File: src/rtl/uart_tx_arbiter_if.sv
// rtl/uart_tx_arbiter_if.sv - requester and tx FIFO write-port bundle for uart_tx_arbiter
//
// Purpose: groups the NREQ byte-stream requester handshakes and the tx FIFO
// write side into one bundle.
//   req_valid   [NREQ]    requester i offers req_data[8i+7:8i]
//   req_data    [8*NREQ]  packed request bytes
//   req_last    [NREQ]    offered byte closes its message
//   req_ready   [NREQ]    arbiter accepts requester i's byte this cycle
//   fifo_wrfull           tx FIFO write side is full
//   fifo_data   [8]       byte written to the tx FIFO
//   fifo_wrreq            tx FIFO write strobe
//   busy                  a grant is active
//   grant_id    [IDW]     granted requester, meaningful while busy
// master: requesters + FIFO side. slave: the arbiter.
interface uart_tx_arbiter_if #(
  parameter int NREQ = 2,
  parameter int IDW  = (NREQ > 1) ? $clog2(NREQ) : 1
);
  logic [NREQ-1:0]   req_valid;
  logic [8*NREQ-1:0] req_data;
  logic [NREQ-1:0]   req_last;
  logic [NREQ-1:0]   req_ready;
  logic              fifo_wrfull;
  logic [7:0]        fifo_data;
  logic              fifo_wrreq;
  logic              busy;
  logic [IDW-1:0]    grant_id;

  modport master (
    output req_valid, req_data, req_last, fifo_wrfull,
    input  req_ready, fifo_data, fifo_wrreq, busy, grant_id
  );

  modport slave (
    input  req_valid, req_data, req_last, fifo_wrfull,
    output req_ready, fifo_data, fifo_wrreq, busy, grant_id
  );
endinterface

File: src/rtl/uart_tx_arbiter.sv
// rtl/uart_tx_arbiter.sv - round-robin message-atomic arbiter onto the UART tx FIFO write port
//
// Purpose: shares one tx FIFO write port between NREQ byte-stream requesters.
// A grant is held until the granted requester sends a byte marked last, sends
// MAX_BURST bytes, or offers nothing for IDLE_TIMEOUT cycles.
// Ports:
//   clk   FIFO write-side clock, rising edge
//   rst   synchronous reset, active-high; also gates all outputs low
//   arb   uart_tx_arbiter_if.slave (requester handshakes, FIFO write port,
//         busy, grant_id)
module uart_tx_arbiter #(
  parameter int NREQ         = 2,
  parameter int MAX_BURST    = 16,
  parameter int IDLE_TIMEOUT = 64,
  parameter int IDW          = (NREQ > 1) ? $clog2(NREQ) : 1
) (
  input  logic             clk,
  input  logic             rst,
  uart_tx_arbiter_if.slave arb
);

  typedef enum logic {IDLE, GRANT} state_t;

  localparam logic [7:0] BURST_LIM = 8'(MAX_BURST);
  localparam logic [7:0] IDLE_LIM  = 8'(IDLE_TIMEOUT);

  state_t         state, state_nxt;
  logic [IDW-1:0] grant_q, grant_nxt;
  logic [IDW-1:0] rr_ptr, rr_nxt;
  logic [7:0]     burst_cnt, burst_nxt;
  logic [7:0]     idle_cnt, idle_nxt;

  logic           pick_found;
  logic [IDW-1:0] pick_id;

  // First valid requester at or above rr_ptr, wrapping around.
  always_comb begin : rr_search
    logic [IDW-1:0] idx;
    idx        = '0;
    pick_found = 1'b0;
    pick_id    = '0;
    for (int k = 0; k < NREQ; k++) begin
      idx = IDW'((int'(rr_ptr) + k) % NREQ);
      if (!pick_found && arb.req_valid[idx]) begin
        pick_found = 1'b1;
        pick_id    = idx;
      end
    end
  end

  always_ff @(posedge clk) begin
    if (rst) begin
      state     <= IDLE;
      grant_q   <= '0;
      rr_ptr    <= '0;
      burst_cnt <= '0;
      idle_cnt  <= '0;
    end else begin
      state     <= state_nxt;
      grant_q   <= grant_nxt;
      rr_ptr    <= rr_nxt;
      burst_cnt <= burst_nxt;
      idle_cnt  <= idle_nxt;
    end
  end

  always_comb begin
    logic release_now;
    release_now    = 1'b0;
    state_nxt      = state;
    grant_nxt      = grant_q;
    rr_nxt         = rr_ptr;
    burst_nxt      = burst_cnt;
    idle_nxt       = idle_cnt;
    arb.req_ready  = '0;
    arb.fifo_wrreq = 1'b0;
    arb.fifo_data  = 8'h00;
    arb.busy       = 1'b0;

    case (state)
      IDLE: begin
        // Arbitrate only; the first byte moves on the following cycle.
        if (pick_found) begin
          grant_nxt = pick_id;
          state_nxt = GRANT;
        end
      end

      GRANT: begin
        arb.busy               = 1'b1;
        arb.req_ready[grant_q] = ~arb.fifo_wrfull;
        arb.fifo_wrreq         = arb.req_valid[grant_q] & ~arb.fifo_wrfull;
        if (arb.fifo_wrreq) begin
          arb.fifo_data = arb.req_data[{grant_q, 3'b000} +: 8];
          burst_nxt     = burst_cnt + 8'd1;
          idle_nxt      = 8'd0;
          if (arb.req_last[grant_q] || (burst_cnt + 8'd1 == BURST_LIM)) begin
            release_now = 1'b1;
          end
        end else if (!arb.req_valid[grant_q]) begin
          idle_nxt = idle_cnt + 8'd1;
          if (idle_cnt + 8'd1 == IDLE_LIM) begin
            release_now = 1'b1;
          end
        end
        // A FIFO-full stall with valid held leaves both counters untouched.

        if (release_now) begin
          state_nxt = IDLE;
          rr_nxt    = IDW'((int'(grant_q) + 1) % NREQ);
          burst_nxt = 8'd0;
          idle_nxt  = 8'd0;
        end
      end

      default: state_nxt = IDLE;
    endcase

    if (rst) begin
      arb.req_ready  = '0;
      arb.fifo_wrreq = 1'b0;
      arb.fifo_data  = 8'h00;
      arb.busy       = 1'b0;
    end
  end

  assign arb.grant_id = grant_q;

endmodule

File: src/flat_wrapper.sv
// flat-port wrapper written by rule: the top's interface ports become plain ports
module uart_tx_arbiter_flat 
#(
  parameter int NREQ         = 2,
  parameter int MAX_BURST    = 16,
  parameter int IDLE_TIMEOUT = 64,
  parameter int IDW          = (NREQ > 1) ? $clog2(NREQ) : 1
)
  (clk, rst, arb_req_valid, arb_req_data, arb_req_last, arb_fifo_wrfull, arb_req_ready, arb_fifo_data, arb_fifo_wrreq, arb_busy, arb_grant_id);
  uart_tx_arbiter_if #(.NREQ(NREQ), .IDW(IDW)) arb_i ();
  input  logic clk;
  input  logic rst;
  input wire logic [$bits(arb_i.req_valid)-1:0] arb_req_valid;
  input wire logic [$bits(arb_i.req_data)-1:0] arb_req_data;
  input wire logic [$bits(arb_i.req_last)-1:0] arb_req_last;
  input wire logic [$bits(arb_i.fifo_wrfull)-1:0] arb_fifo_wrfull;
  output wire logic [$bits(arb_i.req_ready)-1:0] arb_req_ready;
  output wire logic [$bits(arb_i.fifo_data)-1:0] arb_fifo_data;
  output wire logic [$bits(arb_i.fifo_wrreq)-1:0] arb_fifo_wrreq;
  output wire logic [$bits(arb_i.busy)-1:0] arb_busy;
  output wire logic [$bits(arb_i.grant_id)-1:0] arb_grant_id;
  assign arb_i.req_valid = arb_req_valid;
  assign arb_i.req_data = arb_req_data;
  assign arb_i.req_last = arb_req_last;
  assign arb_i.fifo_wrfull = arb_fifo_wrfull;
  assign arb_req_ready = arb_i.req_ready;
  assign arb_fifo_data = arb_i.fifo_data;
  assign arb_fifo_wrreq = arb_i.fifo_wrreq;
  assign arb_busy = arb_i.busy;
  assign arb_grant_id = arb_i.grant_id;
  uart_tx_arbiter #(.NREQ(NREQ), .MAX_BURST(MAX_BURST), .IDLE_TIMEOUT(IDLE_TIMEOUT), .IDW(IDW)) u_core (.clk(clk), .rst(rst), .arb(arb_i));
endmodule
File: config.mk
export PLATFORM = sky130hd
export DESIGN_NAME = uart_tx_arbiter_flat
export DESIGN_NICKNAME = d
export VERILOG_FILES = /design/src/rtl/uart_tx_arbiter_if.sv /design/src/rtl/uart_tx_arbiter.sv /design/src/flat_wrapper.sv
export SDC_FILE = /design/constraint.sdc
export NUM_CORES = 1
export LEC_CHECK = 0
export ABC_AREA = 1
export CORE_MARGIN = 1.5
export CORE_UTILIZATION = 52
export DETAILED_ROUTE_END_ITERATION = 10
export GPL_TIMING_DRIVEN = 1
export HOLD_SLACK_MARGIN = 0.12
export PLACE_DENSITY = 0.87
export SETUP_SLACK_MARGIN = 0.1
export SLEW_MARGIN = 10
export SYNTH_ARGS = -nofsm -noshare
export SYNTH_HDL_FRONTEND = slang
export SYNTH_SLANG_ARGS = --single-unit
export TNS_END_PERCENT = 5
File: constraint.sdc
create_clock -name clk -period 4.6 [get_ports clk]
set_clock_uncertainty 0.05 [all_clocks]
set_input_delay 0.46 -clock clk [delete_from_list [all_inputs] [get_ports clk]]
set_output_delay 0.46 -clock clk [all_outputs]
set_load 0.02 [all_outputs]
==> flow_metrics.tcl, run 1 <==
set metrics [dict create \
    status "finished clean" \
    cp-start-kind "register" \
    synthTopCellsByCount "61 x nand2_1, 26 x a21oi_1, 23 x inv_1" \
    r2r-end "u_core.burst_cnt[7]" \
    yosysSeqAreaShare 0.281 \
    ys_types 26 \
    route.detailed.drc 0 \
    fin_ws_ns 1.63 \
    yosysMostFrequentCell "nand2_1" \
    path_clk_slew_ns 0.12 \
    cts_made_buffers 3 \
    ys_warn_count 0 \
    synth_top_area_share 0.281 \
    grt_overflow 0 \
    syn_area_per_cell_um2 6.27 \
    r2r-start "u_core.arb.grant_id" \
    drt_iter0_markers 51 \
    slowest_stage "clkdlybuf4s50_1" \
    cts_resized 0 \
    wl_per_cell_um 10.9 \
    synth.area.top_cells "dfxtp_1 28%, nand2_1 17%, a21oi_1 9.6%, inv_1 6.4%, nand3_1 6.3%" \
    nets 276 \
    dp_hpwl_um 2340 \
    setup_violations 0 \
    tritoncts "yes" \
    required_ns 4.09 \
    synth_flop_cell "dfxtp_1" \
    timing.final.hold_violations 0 \
    rsz0062_at_grt "false" \
    final_cell_area_um2 1740 \
    worstPathCellList "inv_2, nand2_1, nand2_1, inv_2, nor2_4, nand2_1, a21oi_1, clkdlybuf4s50_1" \
    antenna_found_initial 0 \
    p_total_mw 0.356 \
    routed_wl_um 3030 \
    cp_max_fo 14 \
    yosys.area.top_type "dfxtp_1" \
    cp.arrival_ns 2.46 \
    coreArea_um2 2480 \
    multi_input_area_um2 840 \
    slowest_delay_ns 0.62 \
    vias_per_cell 5.38 \
    cp_common_cell "nand2_1" \
    synth_edf_count 0 \
    cts_setup_buffers 0 \
    ir_drop_mv 0.126 \
    grt_pass1_vias 1214 \
    htreeDepth 1 \
    grt_pass1_wl_um 4820 \
    drv_cap 0 \
    rows 18 \
    die_h_um 54.0 \
    path_buf_inv 3 \
    hold_buffers 0 \
    io_pins 36 \
    slew_headroom 0.608 \
    leakage_nw 0.729 \
    root_buffer "clkbuf_4" \
    via_count 1500 \
    final_layout_size_suffix_gt1_frac 0.0924 \
    reg2reg_slack_ns 2.37 \
    worst-setup-path-type "reg -> out" \
    grt_util_all_layers 0.224 \
    hold_path.startpoint "u_core.idle_cnt[7]" \
    slew_viol_final 0 \
    crit_path_end_kind "primary output" \
    regArea_um2 380 \
    drtPass1Iterations 4 \
    die-area_um2 2920 \
    initial_utilization 0.547 \
    fin_crit_ns 2.97 \
    syn_nets 242 \
    nFillCells 206 \
    worst_path_dominant_cell_family "buffers and inverters" \
    layout_worst_path_cycle_share 0.645 \
    place_area_um2 1710 \
    die_x_um 54.0 \
    gp_congestion 0.798 \
    holdPathStages 2 \
    min_to "u_core.idle_cnt[7]" \
    diodes 0 \
    fmax_mhz 337 \
    hp-class "reg -> reg" \
    r2r_cells 11 \
    yosys_register_bits 19 \
    tightest_slew_ns 0.585 \
    postSynth.asyncResetShare 0 \
    area_delta_synth_final_pct 28.1 \
    setup_tns_ns 0 \
    clockBufferDepth 2 \
    port_buffers 35 \
    final_antenna_net_count 0 \
    worstSkewPairLatency_ns 0.30 \
    synth_cells 216 \
    syn_area_um2 1360 \
    place_ws_ns 1.64 \
    grt_max_degree 17 \
    powerDensity_nw_per_um2 205 \
    cts_sinks 19 \
]
==> flip-flops by register name, summed over array words and instances (netlist names) <==
| name | count |
|---|---|
| u_core.idle_cnt | 8 |
| u_core.burst_cnt | 8 |
| u_core.arb.grant_id | 1 |
| u_core.state | 1 |
| u_core.rr_ptr | 1 |
==> worst max path at each step <==
stage,startpoint,to,slack (ns),cells past startpoint
after floorplan,rst,arb_fifo_data[0],2.51,4
after global routing,u_core.arb.grant_id,arb_fifo_data[0],1.41,8
final,u_core.arb.grant_id,arb_fifo_data[4],1.63,8
after CTS,u_core.arb.grant_id,arb_fifo_data[3],1.64,8
after global placement,rst,arb_fifo_data[2],1.68,5
after detailed placement,rst,arb_fifo_data[3],1.64,5
==> cell usage in the layout, fill, tap and decap left out <==
master	instances
clkbuf_4	3
dfxtp_1	19
nand3_2	2
o21bai_1	1
nor2_1	19
xnor2_2	1
a211oi_1	1
nand3_1	17
inv_1	23
nor2_4	2
o21ai_0	7
nor3_1	1
nor4_1	2
xnor2_1	1
ha_1	3
a21oi_1	26
inv_2	4
nor2_2	2
nand3_4	1
o21bai_4	1
nand2_2	6
clkbuf_1	1
nand2_1	61
nand4_1	9
a21oi_2	1
clkdlybuf4s50_1	35
==> area by class of cell <==
cell class              count  area share
repair buffers             35       0.202
well taps                  30      0.0216
flip-flops and latches     19       0.219
multi-input cells         164       0.484
inverters                  27      0.0584
clock buffers               4      0.0151
==> stage by stage <==
stage / hold slack [ns] / utilization / cells
detailed placement: 0.434 / 0.690 / 275
CTS: 0.449 / 0.701 / 279
global placement: 0.424 / 0.690 / 275
finish: 0.451 / 0.701 / 279
global route: 0.478 / 0.701 / 279
floorplan: 0.406 / - / 216
==> where the power goes <==
part / switching [mW] / total (mW) / internal (mW)
Clock: 0.0546 / 0.0884 / 0.0338
Sequential: 0.0125 / 0.185 / 0.172
Combinational: 0.0436 / 0.0828 / 0.0392
==> worst min-delay path, cell delays in order (launching register included) <==
cell and delay [ns]:
dfxtp_1 0.34, inv_1 0.07, a21oi_1 0.06
==> cell families (layout without fill, tap and decap cells) <==
family                     count (synthesis)  after routing  synth area share
buffers and inverters                     33             66            0.0997
and+or+nand+nor                          122            122             0.420
adders and majority gates                  3              3            0.0277
xor gates and xnor gates                   2              2            0.0185
DFF                                       19             19             0.281
AOI/OAI and AO/OA                         37             37             0.153
==> metal layers <==
layer  up-vias  global-route usage  part of all wire
met5         -                   0                 0
met4         0              0.0750            0.0069
met3         2              0.0389             0.057
met2        59               0.368              0.45
met1       667               0.295              0.48
li1        772                   -                 -
Power figures use the tool's default switching activity.
==> inputs of run 2 (changes only) <==
--- a/config.mk
+++ b/config.mk
@@ -7,11 +7,11 @@
 export LEC_CHECK = 0
 export ABC_AREA = 1
 export CORE_MARGIN = 1.5
-export CORE_UTILIZATION = 52
+export CORE_UTILIZATION = 43
 export DETAILED_ROUTE_END_ITERATION = 10
 export GPL_TIMING_DRIVEN = 1
 export HOLD_SLACK_MARGIN = 0.12
-export PLACE_DENSITY = 0.87
+export PLACE_DENSITY = 0.77
 export SETUP_SLACK_MARGIN = 0.1
 export SLEW_MARGIN = 10
 export SYNTH_ARGS = -nofsm -noshare
==> constraint.sdc (replaced) <==
create_clock -name clk -period 2.5 [get_ports clk]
set_clock_uncertainty 0.05 [all_clocks]
set_input_delay 0.25 -clock clk [delete_from_list [all_inputs] [get_ports clk]]
set_output_delay 0.25 -clock clk [all_outputs]
set_load 0.02 [all_outputs]
==> run 2 against run 1 <==
Net effect:
- global-route usage shrank 1.9 points
- first-iteration DRC count shrank 12%
- highest routed layer unchanged
- via count shrank 0.20%
- combinational power grew 110%
==> flow_metrics.tcl, run 2 (synthesis gave the netlist of run 1 again) <==
set metrics [dict create \
    p_total_mw 0.672 \
    slowest_stage "clkdlybuf4s50_1" \
    rows 20 \
    cp-start-kind "register" \
    timing.final.hold_violations 0 \
    slew_viol_final 0 \
    grt_pass1_vias 1374 \
    slew_headroom 0.805 \
    mostFrequentLayoutCells "60 x nand2_1, 27 x clkdlybuf4s50_1, 26 x a21oi_1" \
    rsz0062_at_grt "false" \
    grt_max_degree 16 \
    cp.arrival_ns 1.91 \
    die-area_um2 3500 \
    setup_tns_ns 0 \
    wl_per_cell_um 10.8 \
    ir_drop_mv 0.214 \
    fmax_mhz 453 \
    reg_top3 "u_core.burst_cnt: 8 flops, u_core.idle_cnt: 8 flops" \
    area_delta_synth_final_pct 34.1 \
    cp_max_fo 9 \
    port_buffers 35 \
    initial_utilization 0.448 \
    nFillCells 281 \
    worstSkewPairLatency_ns 0.31 \
    final_layout_size_suffix_gt1_frac 0.118 \
    via_count 1497 \
    dp_hpwl_um 2420 \
    cts_resized 1 \
    gp_congestion 0.799 \
    die_x_um 59.1 \
    status "finished clean" \
    setup_violations 0 \
    drv_cap 0 \
    drtPass1Iterations 4 \
    io_pins 36 \
    htreeDepth 1 \
    grt_overflow 0 \
    powerDensity_nw_per_um2 370 \
    routed_wl_um 3220 \
    hold_buffers 0 \
    worstPathCellList "nand2_1, nand2_1, inv_2, nor2_4, nand2_2, inv_1, clkdlybuf4s50_1" \
    path_buf_inv 3 \
    cts_made_buffers 3 \
    grt_util_all_layers 0.205 \
    required_ns 2.20 \
    drt_iter0_markers 45 \
    hp-class "reg -> reg" \
    worst_path_dominant_cell_family "buffers and inverters" \
    route.detailed.drc 0 \
    worst-setup-path-type "reg -> out" \
    layout_worst_path_cycle_share 0.883 \
    coreArea_um2 3030 \
    crit_path_end_kind "primary output" \
    tritoncts "yes" \
    path_clk_slew_ns 0.12 \
    cts_sinks 19 \
    regArea_um2 380 \
    tightest_slew_ns 0.290 \
    die_h_um 59.1 \
    antenna_found_initial 0 \
    nets 282 \
    vias_per_cell 5.01 \
    grt_pass1_wl_um 5640 \
    clockBufferDepth 2 \
    cts_setup_buffers 0 \
    cp_common_cell "nand2_1" \
    final_antenna_net_count 0 \
    leakage_nw 0.893 \
    final_common_cell "nand2_1" \
    diodes 0 \
    slowest_delay_ns 0.60 \
    fin_crit_ns 2.21 \
    root_buffer "clkbuf_4" \
    final_core_util 0.600 \
    multi_input_area_um2 842 \
]
run 2: cell types whose count changed in the layout (fill, tap and decap cells not counted):
cell	previous run	this run
buf_4	0	6
clkdlybuf4s50_1	35	27
dlygate4sd2_1	0	1
dlymetal6s2s_1	0	7
nand2_1	61	60
nand2_2	6	7
run 2: final cells by class:
| cell class | count | area share |
|---|---|---|
| Multi-Input combinational cell | 164 | 0.463 |
| Timing Repair Buffer | 41 | 0.227 |
| Sequential cell | 19 | 0.209 |
| Inverter | 27 | 0.0558 |
| Tap cell | 44 | 0.0303 |
| Clock buffer | 4 | 0.0145 |
run 2: per-layer routing:
| layer | up-vias | wire (um) | track usage |
|---|---|---|---|
| met5 | - | 0 | 0 |
| met4 | 0 | 42 | 0.0682 |
| met3 | 4 | 154 | 0.0218 |
| met2 | 50 | 1430 | 0.330 |
| met1 | 659 | 1590 | 0.285 |
| li1 | 784 | - | - |
run 2: path summary, 6_finish.rpt:
check	cells after the start	startpoint	slack [ns]	to
setup / recovery	7	u_core.arb.grant_id	0.29	arb_fifo_wrreq
hold / removal	2	u_core.idle_cnt[7]	0.44	u_core.idle_cnt[7]
setup reg to reg	10	u_core.idle_cnt[0]	0.43	u_core.burst_cnt[4]
hold reg to reg	2	u_core.idle_cnt[7]	0.44	u_core.idle_cnt[7]
run 2: metrics by stage:
stage | area, um2 | instances | setup slack (ns) | hold slack [ns]
2_1_floorplan | 1360 | 216 | 0.761 | 0.364
3_3_place_gp | 1770 | 295 | 0.175 | 0.423
3_5_place_dp | 1770 | 295 | 0.106 | 0.423
4_1_cts | 1800 | 299 | 0.121 | 0.440
5_1_grt | 1820 | 299 | 0.175 | 0.472
6_report | 1820 | 299 | 0.293 | 0.435
run 2: power by group:
part           switching [mW]  internal, mW  leakage [nW]
sequential             0.0154         0.317         0.155
combinational          0.0935        0.0807         0.723
clock                   0.103        0.0623        0.0150
total                   0.212         0.460         0.893
run 2: worst min-delay path, stage by stage, from the launching register on:
cell     delay, ns
dfxtp_1       0.33
inv_1         0.07
a21oi_1       0.05
==> inputs of run 3 (changes only) <==
--- a/config.mk
+++ b/config.mk
@@ -8,7 +8,9 @@
 export ABC_AREA = 1
 export CORE_MARGIN = 1.5
 export CORE_UTILIZATION = 43
+export CTS_CLUSTER_SIZE = 12
 export DETAILED_ROUTE_END_ITERATION = 10
+export GPL_ROUTABILITY_DRIVEN = 0
 export GPL_TIMING_DRIVEN = 1
 export HOLD_SLACK_MARGIN = 0.12
 export PLACE_DENSITY = 0.77
==> results of run 3 <==
The final DEF is identical to that of run 2; final timing and power are the same.
